**config.mk**
```make
export PLATFORM = sky130hd
export DESIGN_NAME = mm_tile_engine
export DESIGN_NICKNAME = d
export VERILOG_FILES = /design/src/rtl/mm_tile_engine_pkg.sv /design/src/rtl/mm_tile_engine_pe.sv /design/src/rtl/mm_tile_engine.sv
export SDC_FILE = /design/constraint.sdc
export NUM_CORES = 2
export LEC_CHECK = 0
export ABC_AREA = 1
export CORE_MARGIN = 2
export CORE_UTILIZATION = 42
export CTS_BUF_LIST = sky130_fd_sc_hd__clkbuf_16
export DETAILED_ROUTE_END_ITERATION = 6
export GPL_TIMING_DRIVEN = 0
export PLACE_DENSITY = 0.54
export SKIP_LAST_GASP = 1
export SLEW_MARGIN = 20
export SYNTH_ARGS = -nofsm -noshare
export SYNTH_HDL_FRONTEND = slang
export SYNTH_SLANG_ARGS = --single-unit
export TNS_END_PERCENT = 5
```
**constraint.sdc**
```tcl
create_clock -name clk -period 8.1 [get_ports clk]
set_clock_uncertainty 0.1 [all_clocks]
set_input_delay 0.81 -clock clk [delete_from_list [all_inputs] [get_ports clk]]
set_output_delay 0.81 -clock clk [all_outputs]
set_load 0.05 [all_outputs]
```
**src/rtl/mm_tile_engine_pkg.sv**
```systemverilog
// Shared FSM state type, accumulator sizing and output saturation helper
// for the tiled matrix-multiply engine.
package npu_mm_pkg;

    typedef enum logic [2:0] {IDLE, FETCH, DRAIN, OUT, DONE} mm_state_e;

    typedef struct packed {
        logic [63:0] value;
        logic        clamped;
    } sat_res_t;

    function automatic int acc_width(input int data_w, input int k_depth);
        return 2 * data_w + $clog2(k_depth) + 1;
    endfunction

    // v is the accumulator already extended to 64 bits for the active signedness.
    function automatic sat_res_t saturate(input logic [63:0] v, input int out_w, input bit is_signed);
        sat_res_t r;
        longint   sv;
        longint   hi;
        longint   lo;
        sv = longint'(v);
        if (is_signed) begin
            hi = (longint'(1) <<< (out_w - 1)) - 1;
            lo = -(longint'(1) <<< (out_w - 1));
        end else begin
            hi = (longint'(1) <<< out_w) - 1;
            lo = 0;
        end
        r.clamped = 1'b1;
        if (sv > hi) begin
            r.value = 64'(hi);
        end else if (sv < lo) begin
            r.value = 64'(lo);
        end else begin
            r.value   = v;
            r.clamped = 1'b0;
        end
        return r;
    endfunction

endpackage

```
**src/rtl/mm_tile_engine_pe.sv**
```systemverilog
// Single multiply-accumulate cell of the TILExTILE array.
module mm_pe #(
    parameter int DATA_W = 8,
    parameter int ACC_W  = 22,
    parameter int SIGNED = 0
) (
    input  logic              clk,
    input  logic              rst,
    input  logic              clear,
    input  logic              acc_en,
    input  logic [DATA_W-1:0] a,
    input  logic [DATA_W-1:0] b,
    output logic [ACC_W-1:0]  acc
);

    logic [ACC_W-1:0] a_ext;
    logic [ACC_W-1:0] b_ext;
    logic [ACC_W-1:0] prod;

    if (SIGNED != 0) begin : g_sext
        assign a_ext = {{(ACC_W - DATA_W){a[DATA_W-1]}}, a};
        assign b_ext = {{(ACC_W - DATA_W){b[DATA_W-1]}}, b};
    end else begin : g_zext
        assign a_ext = ACC_W'(a);
        assign b_ext = ACC_W'(b);
    end

    // Low ACC_W bits of the extended product are exact for both signednesses.
    assign prod = a_ext * b_ext;

    always_ff @(posedge clk) begin
        if (rst || clear) begin
            acc <= '0;
        end else if (acc_en) begin
            acc <= acc + prod;
        end
    end

endmodule

```
**src/rtl/mm_tile_engine.sv**
```systemverilog
// Tiled C = A x B engine: operand fetch FSM, TILExTILE MAC array, row-streamed results.
// Optional macro MATMUL_SAT_EN: clamp results to the OUT_W range and report it on sat_flag.
module mm_tile_engine
    import npu_mm_pkg::*;
#(
    parameter int DATA_W  = 8,
    parameter int OUT_W   = 16,
    parameter int TILE    = 4,
    parameter int K_DEPTH = 32,
    parameter int M_TILES = 4,
    parameter int N_TILES = 4,
    parameter int SIGNED  = 0
) (
    input  logic                        clk,
    input  logic                        rst,
    input  logic                        start,
    output logic                        busy,
    output logic                        done,
    output logic                        op_req,
    output logic [$clog2(K_DEPTH)-1:0]  op_k,
    output logic [$clog2(M_TILES)-1:0]  op_tm,
    output logic [$clog2(N_TILES)-1:0]  op_tn,
    input  logic [TILE*DATA_W-1:0]      op_a,
    input  logic [TILE*DATA_W-1:0]      op_b,
    output logic                        res_valid,
    input  logic                        res_ready,
    output logic [TILE*OUT_W-1:0]       res_data,
    output logic [$clog2(TILE)-1:0]     res_row,
    output logic [$clog2(M_TILES)-1:0]  res_tm,
    output logic [$clog2(N_TILES)-1:0]  res_tn,
    output logic                        sat_flag
);

    localparam int ACC_W = acc_width(DATA_W, K_DEPTH);
    localparam int KW    = $clog2(K_DEPTH);
    localparam int MW    = $clog2(M_TILES);
    localparam int NW    = $clog2(N_TILES);
    localparam int RW    = $clog2(TILE);
    localparam logic [KW-1:0] K_LAST = KW'(K_DEPTH - 1);
    localparam logic [MW-1:0] M_LAST = MW'(M_TILES - 1);
    localparam logic [NW-1:0] N_LAST = NW'(N_TILES - 1);
    localparam logic [RW-1:0] R_LAST = RW'(TILE - 1);

    mm_state_e        state;
    logic [MW-1:0]    tm;
    logic [NW-1:0]    tn;
    logic             acc_en;
    logic             last_row;
    logic             last_tile;
    logic             enter_fetch;
    logic             row_sat;
    logic [ACC_W-1:0] acc [TILE][TILE];

    assign op_tm     = tm;
    assign op_tn     = tn;
    assign res_tm    = tm;
    assign res_tn    = tn;
    assign last_row  = (res_row == R_LAST);
    assign last_tile = (tm == M_LAST) && (tn == N_LAST);
    assign enter_fetch = (state == IDLE && start && !done) ||
                         (state == OUT && res_ready && last_row && !last_tile);

    for (genvar gi = 0; gi < TILE; gi++) begin : g_row
        for (genvar gj = 0; gj < TILE; gj++) begin : g_col
            mm_pe #(
                .DATA_W (DATA_W),
                .ACC_W  (ACC_W),
                .SIGNED (SIGNED)
            ) u_pe (
                .clk    (clk),
                .rst    (rst),
                .clear  (enter_fetch),
                .acc_en (acc_en),
                .a      (op_a[gi*DATA_W +: DATA_W]),
                .b      (op_b[gj*DATA_W +: DATA_W]),
                .acc    (acc[gi][gj])
            );
        end
    end

    always_comb begin
        logic [63:0] ext;
`ifdef MATMUL_SAT_EN
        sat_res_t    r;
        r = '0;
`endif
        ext      = '0;
        res_data = '0;
        row_sat  = 1'b0;
        for (int unsigned j = 0; j < TILE; j++) begin
            if (SIGNED != 0) begin
                ext = {{(64 - ACC_W){acc[res_row][j][ACC_W-1]}}, acc[res_row][j]};
            end else begin
                ext = 64'(acc[res_row][j]);
            end
`ifdef MATMUL_SAT_EN
            r = saturate(ext, OUT_W, SIGNED != 0);
            res_data[j*OUT_W +: OUT_W] = r.value[OUT_W-1:0];
            row_sat = row_sat | r.clamped;
`else
            res_data[j*OUT_W +: OUT_W] = ext[OUT_W-1:0];
`endif
        end
        if (!res_valid) begin
            res_data = '0;
            row_sat  = 1'b0;
        end
    end

    // done is registered out of DONE, so it is visible while already back in IDLE;
    // gating start with done keeps a start coincident with done from being taken.
    always_ff @(posedge clk) begin
        if (rst) begin
            state     <= IDLE;
            busy      <= 1'b0;
            done      <= 1'b0;
            op_req    <= 1'b0;
            op_k      <= '0;
            tm        <= '0;
            tn        <= '0;
            acc_en    <= 1'b0;
            res_valid <= 1'b0;
            res_row   <= '0;
            sat_flag  <= 1'b0;
        end else begin
            done   <= 1'b0;
            acc_en <= op_req;
            case (state)
                IDLE: begin
                    if (start && !done) begin
                        state    <= FETCH;
                        busy     <= 1'b1;
                        sat_flag <= 1'b0;
                        tm       <= '0;
                        tn       <= '0;
                        op_k     <= '0;
                        op_req   <= 1'b1;
                    end
                end
                FETCH: begin
                    if (op_k == K_LAST) begin
                        op_req <= 1'b0;
                        op_k   <= '0;
                        state  <= DRAIN;
                    end else begin
                        op_k <= op_k + 1'b1;
                    end
                end
                DRAIN: begin
                    state     <= OUT;
                    res_valid <= 1'b1;
                    res_row   <= '0;
                end
                OUT: begin
                    if (res_ready) begin
                        sat_flag <= sat_flag | row_sat;
                        if (!last_row) begin
                            res_row <= res_row + 1'b1;
                        end else begin
                            res_valid <= 1'b0;
                            res_row   <= '0;
                            if (last_tile) begin
                                state <= DONE;
                            end else begin
                                state  <= FETCH;
                                op_req <= 1'b1;
                                if (tn == N_LAST) begin
                                    tn <= '0;
                                    tm <= tm + 1'b1;
                                end else begin
                                    tn <= tn + 1'b1;
                                end
                            end
                        end
                    end
                end
                DONE: begin
                    done  <= 1'b1;
                    busy  <= 1'b0;
                    tm    <= '0;
                    tn    <= '0;
                    state <= IDLE;
                end
                default: state <= IDLE;
            endcase
        end
    end

endmodule

```
# Word level (Yosys, flattened, before mapping)
# Index checks and enable logic that the tools add are counted.
word_totals:
  register_bits: 371
  input_bits: 68
  wordCells: 141
classes:
  n_addsub: 20
  n_mul: 16
  magnitude_cmp: 1
  n_eq_ne: 14
  mux: 38
  n_bitwise: 1
  n_reduce_logical: 25
op_table:
  columns: ["operator", "count"]
  rows:
  - ["$add A22 B22 Y22", 16]
  - ["$mul A8 B8 Y16", 16]
  - ["$bmux W88 S2", 1]
  - ["$mux W82", 2]
  - ["$mux W64", 1]
  - ["$mux W2", 11]
  - ["$mux W3", 5]
  - ["$pmux W2 S3", 2]
  - ["$pmux W3 S4", 1]
  - ["$reduce_and A6 Y1", 2]
  - ["$mux W5", 2]
  - ["$ne A2 B2 Y1 const B", 5]
  - ["$pmux W5 S2", 1]
  - ["$mux W1", 8]
  - ["$logic_and A1 B1 Y1", 7]
  - ["$add A2 B1 Y2 const B", 3]
  - ["$eq A2 B2 Y1 const B", 3]
  - ["$eq A3 B2 Y1 const B", 2]
  - ["$reduce_and A2 Y1", 3]
  - ["$reduce_bool A2 Y1", 3]
  - ["$reduce_bool A3 Y1", 2]
  - ["$add A5 B1 Y5 const B", 1]
  - ["$eq A5 B5 Y1 const B", 1]
  - ["$reduce_and A5 Y1", 1]
  - ["13 further kinds", 16]

# Logic depth before layout (Yosys ltp)
depth:
  ltp_word: 6
  mapped_depth: 33

# Hierarchy
# A second synthesis with hierarchy kept.
unflattened:
  cells_unflattened: 9924
  hier_area_um2: 65544.1
modules_own_cells:
  columns: ["module", "instances", "cells_per_inst", "area_each_um2"]
  rows:
  - ["mm_pe at g_row[1].g_col[2].u_pe ...", 5, 583, 3903.7]
  - ["mm_pe at g_row[0].g_col[0].u_pe ...", 4, 576, 3881.2]
  - ["mm_pe at g_row[3].g_col[0].u_pe ...", 3, 578, 3892.5]
  - ["mm_pe at g_row[2].g_col[3].u_pe", 1, 583, 3905.0]
  - ["mm_pe at g_row[1].g_col[1].u_pe", 1, 575, 3885.0]
  - ["mm_pe at g_row[3].g_col[3].u_pe", 1, 578, 3875.0]
  - ["mm_pe at g_row[0].g_col[1].u_pe", 1, 583, 3872.5]
  - ["mm_tile_engine", 1, 652, 3285.7]

# Worst setup path before layout
# Ideal clock, no wire load.
synth_path:
  kind: "input port to flip-flop"
  startpoint: "input op_b[10]"
  endpoint: "register g_row[2].g_col[1].u_pe.acc[13]"
  setup_ns: 0.117
  arrival_ns: 5.446
  required_time_ns: 7.883
  path_slack_ns: 2.437
  cell_stages: 25
  path_buffers: 1
  path_cell_list: "clkbuf_1 nand2_1 fa_1 fa_1 inv_1 fa_1 inv_1 fa_1 inv_1 ha_1 a21oi_1 nand2_1 a21oi_1 o21ai_0 nand3_1 nand2_1 xor2_1 ha_1 nand2_1 nor2_1 nand3_1 o21ai_0 o21ai_0 a21oi_1 nor2_1"
synth_via:
  elab_chain_len: 2
synth_lines:
  columns: ["item", "line_no", "source"]
  rows:
  - ["from (decl)", "mm_tile_engine.sv:24", "input logic [TILE*DATA_W-1:0] op_b,"]
  - ["$mul A8 B8 Y16", "mm_tile_engine_pe.sv:29", "assign prod = a_ext * b_ext;"]
  - ["$add A22 B22 Y22", "mm_tile_engine_pe.sv:35", "acc <= acc + prod;"]
  - ["to (signal assigned)", "mm_tile_engine_pe.sv:35", null]
  - ["to (decl)", "mm_tile_engine_pe.sv:13", "output logic [ACC_W-1:0] acc"]
# Every way passes these cells.
# A chain may end at the register's enable or synchronous reset.

# Worst setup path after layout
layout_path:
  startpoint: "input op_b[18]"
  endpoint: "register g_row[2].g_col[2].u_pe.acc[15]"
layout_via:
  elab_chain_len: 2
layout_lines:
  columns: ["item", "line_no"]
  rows:
  - ["$mul A8 B8 Y16", "mm_tile_engine_pe.sv:29"]
  - ["$add A22 B22 Y22", "mm_tile_engine_pe.sv:35"]
  - ["to (signal assigned)", "mm_tile_engine_pe.sv:35"]
  - ["to (decl)", "mm_tile_engine_pe.sv:13"]
# Every way passes these cells.

==> flow_summary.json <==
{
  "outcome": "completed",
  "cts_resized": 0,
  "syn2layout_area_growth_pct": 8.552,
  "start_util_pct": 42.32,
  "highest_layer": "met4",
  "grt.overflow.total": 0,
  "fmax_mhz": 130.7,
  "startpoint_type": "input port",
  "cp_slowest_cell": "xor2_1",
  "cp_common_cell": "nand2_1",
  "htree_levels": 2,
  "pwr_density_cell_nw_per_um2": 296.5,
  "grtUsageTotal_pct": 35.24,
  "hold_class": "flip-flop to flip-flop",
  "slew_viol_final": 0,
  "core-area_um2": 141600,
  "yosys_warnings": 0,
  "gp_congestion": 1.031,
  "crit_arrival_ns": 8.04,
  "relSlewSlack_pct": 17.19,
  "num_vias": 58010,
  "cts_buffer_depth": 3,
  "ff_latch_area_um2": 5505,
  "drv_cap": 0,
  "finalSetupTns_ns": 0,
  "grt_pass1_vias": 55740,
  "die_h_um": 381.7,
  "synth_top_area_share_pct": 19.78,
  "nets": 10750,
  "crit_buf_inv": 7,
  "dr.pass1.iters": 7,
  "routedWlPerCell_um": 23.10,
  "ant_nets": 0,
  "die_area_um2": 145700,
  "crit_family": "adder cells",
  "synth.area.top_cells": "fa_1, ha_1, inv_1",
  "finalPower_uw": 19290,
  "yosys.area.top_type": "fa_1",
  "numCtsBuffers": 34,
  "setup_viol": 0,
  "wl_met2_mm": 108.0,
  "io_pins": 152,
  "die_w_um": 381.7,
  "grt_first_pass_wirelength_mm": 374.5,
  "std_cell_rows": 138,
  "multi_input_area_um2": 44270,
  "tightestPinTransition_ns": 1.242,
  "synth_cells": 9069,
  "syn_avg_cell_area_um2": 6.607,
  "crit_type": "input port to flip-flop",
  "vias_per_cell": 5.192,
  "cts_post_setup_buffers_inserted": 0,
  "clk_latency_ns": 0.56,
  "synth_cell_type_count": 42,
  "drc": 0,
  "async_flop_share_pct": 0,
  "grt_max_degree": 14,
  "synth_nets": 10570,
  "vdd_drop_max_mv": 0.1752,
  "dp_hpwl_mm": 217.0,
  "cts.sinks": 275,
  "min_period_ns": 7.651,
  "worst_ep_required_time_ns": 8.49,
  "synth_top_flop_cell": "dfxtp_1",
  "fill_cells": 15210,
  "hold_viol": 0,
  "final_core_util_pct": 45.94,
  "leakage_uw": 0.04008,
  "cp_slowest_stage_delay_ns": 0.84,
  "ys_seq_elements": 275,
  "drt_iter0_markers": 5906,
  "grt_antenna_before_repair": 15,
  "drt_wl_total_mm": 258.1,
  "cp_max_fo": 10,
  "drive_gt1_share_pct": 1.702,
  "yosysSeqAreaShare_pct": 9.188,
  "clock-root-buffer": "clkbuf_16",
  "clkTransAtPathRegs_ns": 0.06,
  "end_kind": "flip-flop",
  "synth_edf_count": 0,
  "io_buffers": 149,
  "tritoncts": "yes",
  "met1_length_mm": 115.2,
  "rsz0062_at_grt": "no",
  "fin_crit_sh_pct": 94.46,
  "synthesis.area_um2": 59910,
  "wl_met3_mm": 24.08,
  "cts-hold-fix-buffers": 0
}
==> flip-flops by register name, indices dropped and copies added (netlist names) <==
name and cells:
g_row.g_col.u_pe.acc 256, op_k 5, state 3, op_tm 2, op_tn 2, res_row 2
acc_en 1, busy 1, done 1, op_req 1, res_valid 1
==> stage by stage <==
step / hold WS, ns / instances / area [um2] / worst slack, ns
2_1_floorplan: 0.3547 / 9069 / 59920 / 2.437
3_5_place_dp: 0.3307 / 11110 / 63860 / 0.01566
3_3_place_gp: 0.3328 / 11110 / 63770 / 0.09334
4_1_cts: 0.3427 / 11170 / 65020 / 0.6328
5_1_grt: 0.3759 / 11170 / 65030 / 0.1198
6_report: 0.3404 / 11170 / 65040 / 0.4491
==> path summary, 6_finish.rpt <==
path | from | end | slack, ns | depth (start not counted)
worst min-delay path | op_req | acc_en | 0.34 | 2
worst min register to register | op_req | acc_en | 0.34 | 2
worst max-delay path | op_b[18] | g_row[2].g_col[2].u_pe.acc[15] | 0.45 | 27
worst max register to register | acc_en | g_row[1].g_col[1].u_pe.acc[4] | 5.29 | 4
==> cells in the final DEF, fill, tap and decap left out, types with 7 or more instances in the layout <==
master,netlist,routed
nand4_1,72,72
o21ai_1,32,32
o21ai_0,307,307
buf_2,25,26
xor2_1,174,174
dfxtp_1,275,275
clkinv_1,1,8
nand3_1,285,285
nor3_1,67,67
clkdlybuf4s50_1,0,149
xnor2_1,144,142
o211ai_1,10,10
o21bai_1,59,59
or2_2,20,20
buf_1,9,8
buf_4,7,7
a21oi_1,643,643
nor2_1,569,569
a211oi_2,15,15
a31oi_1,31,31
clkbuf_1,282,262
clkbuf_16,0,37
clkbuf_2,0,20
o221ai_1,10,10
ha_1,837,837
fa_1,592,592
inv_1,2343,2348
and2_1,13,13
a21o_1,50,50
nand2_1,2160,2160
==> per-layer routing <==
layer  GRT usage (%)  vias to the layer above
met1           50.43                    27740
li1                -                    27690
met2           52.96                     2238
met5               0                        -
met4           12.81                        0
met3           6.000                      338
==> tightest hold or removal path, cell delays in order, from the launching register on <==
cell	delay [ns]
dfxtp_1	0.32
inv_1	0.05
nor2_1	0.03
==> power by group <==
group	internal, uW	total (uW)	switching, uW	leakage, uW
sequential	1440	1530	96.5	0.00223
clock	982	1700	715	0.000580
combinational	4880	16100	11200	0.0373
==> cells by family after synthesis <==
kind of cell	after synthesis	share of synthesized area, %
adder cells (fa/ha/maj)	1429	37.26
buffers and inverters	2678	16.95
flip-flops	275	9.188
XOR/XNOR	318	4.649
AND/OR/NAND/NOR	3198	21.29
AO/OA/AOI/OAI	1170	10.65
other	1	0.006259
==> synthesized netlist by cell type, types with 2 or more instances <==
master / number
a21oi_1: 643
xnor2_1: 144
fa_1: 592
xor2_1: 174
a31oi_1: 31
a21boi_0: 4
nor3_1: 67
inv_2: 4
o21bai_1: 59
nand3b_1: 6
a211oi_1: 3
o21ai_0: 307
buf_4: 7
dfxtp_1: 275
inv_1: 2343
nor4_1: 3
nor2_1: 569
nand4_1: 72
nand3_1: 285
clkbuf_1: 282
and2_1: 13
or2_2: 20
nand3_2: 2
a21o_1: 50
nand2_1: 2160
ha_1: 837
a211oi_2: 15
a31o_2: 2
buf_2: 25
o21ai_1: 32
o211ai_1: 10
buf_1: 9
o221ai_1: 10
buf_6: 6
==> cell type report <==
type / instances / area share [%]
clock buffer: 37 / 1.424
tap: 1890 / 3.636
clock inverter: 24 / 0.3655
multi-input combinational: 6116 / 68.06
timing repair buffer: 151 / 2.378
sequential: 275 / 8.465
buffer: 329 / 2.097
antenna: 3 / 0.01154
inverter: 2349 / 13.56
(Power assumes the default switching activity.)
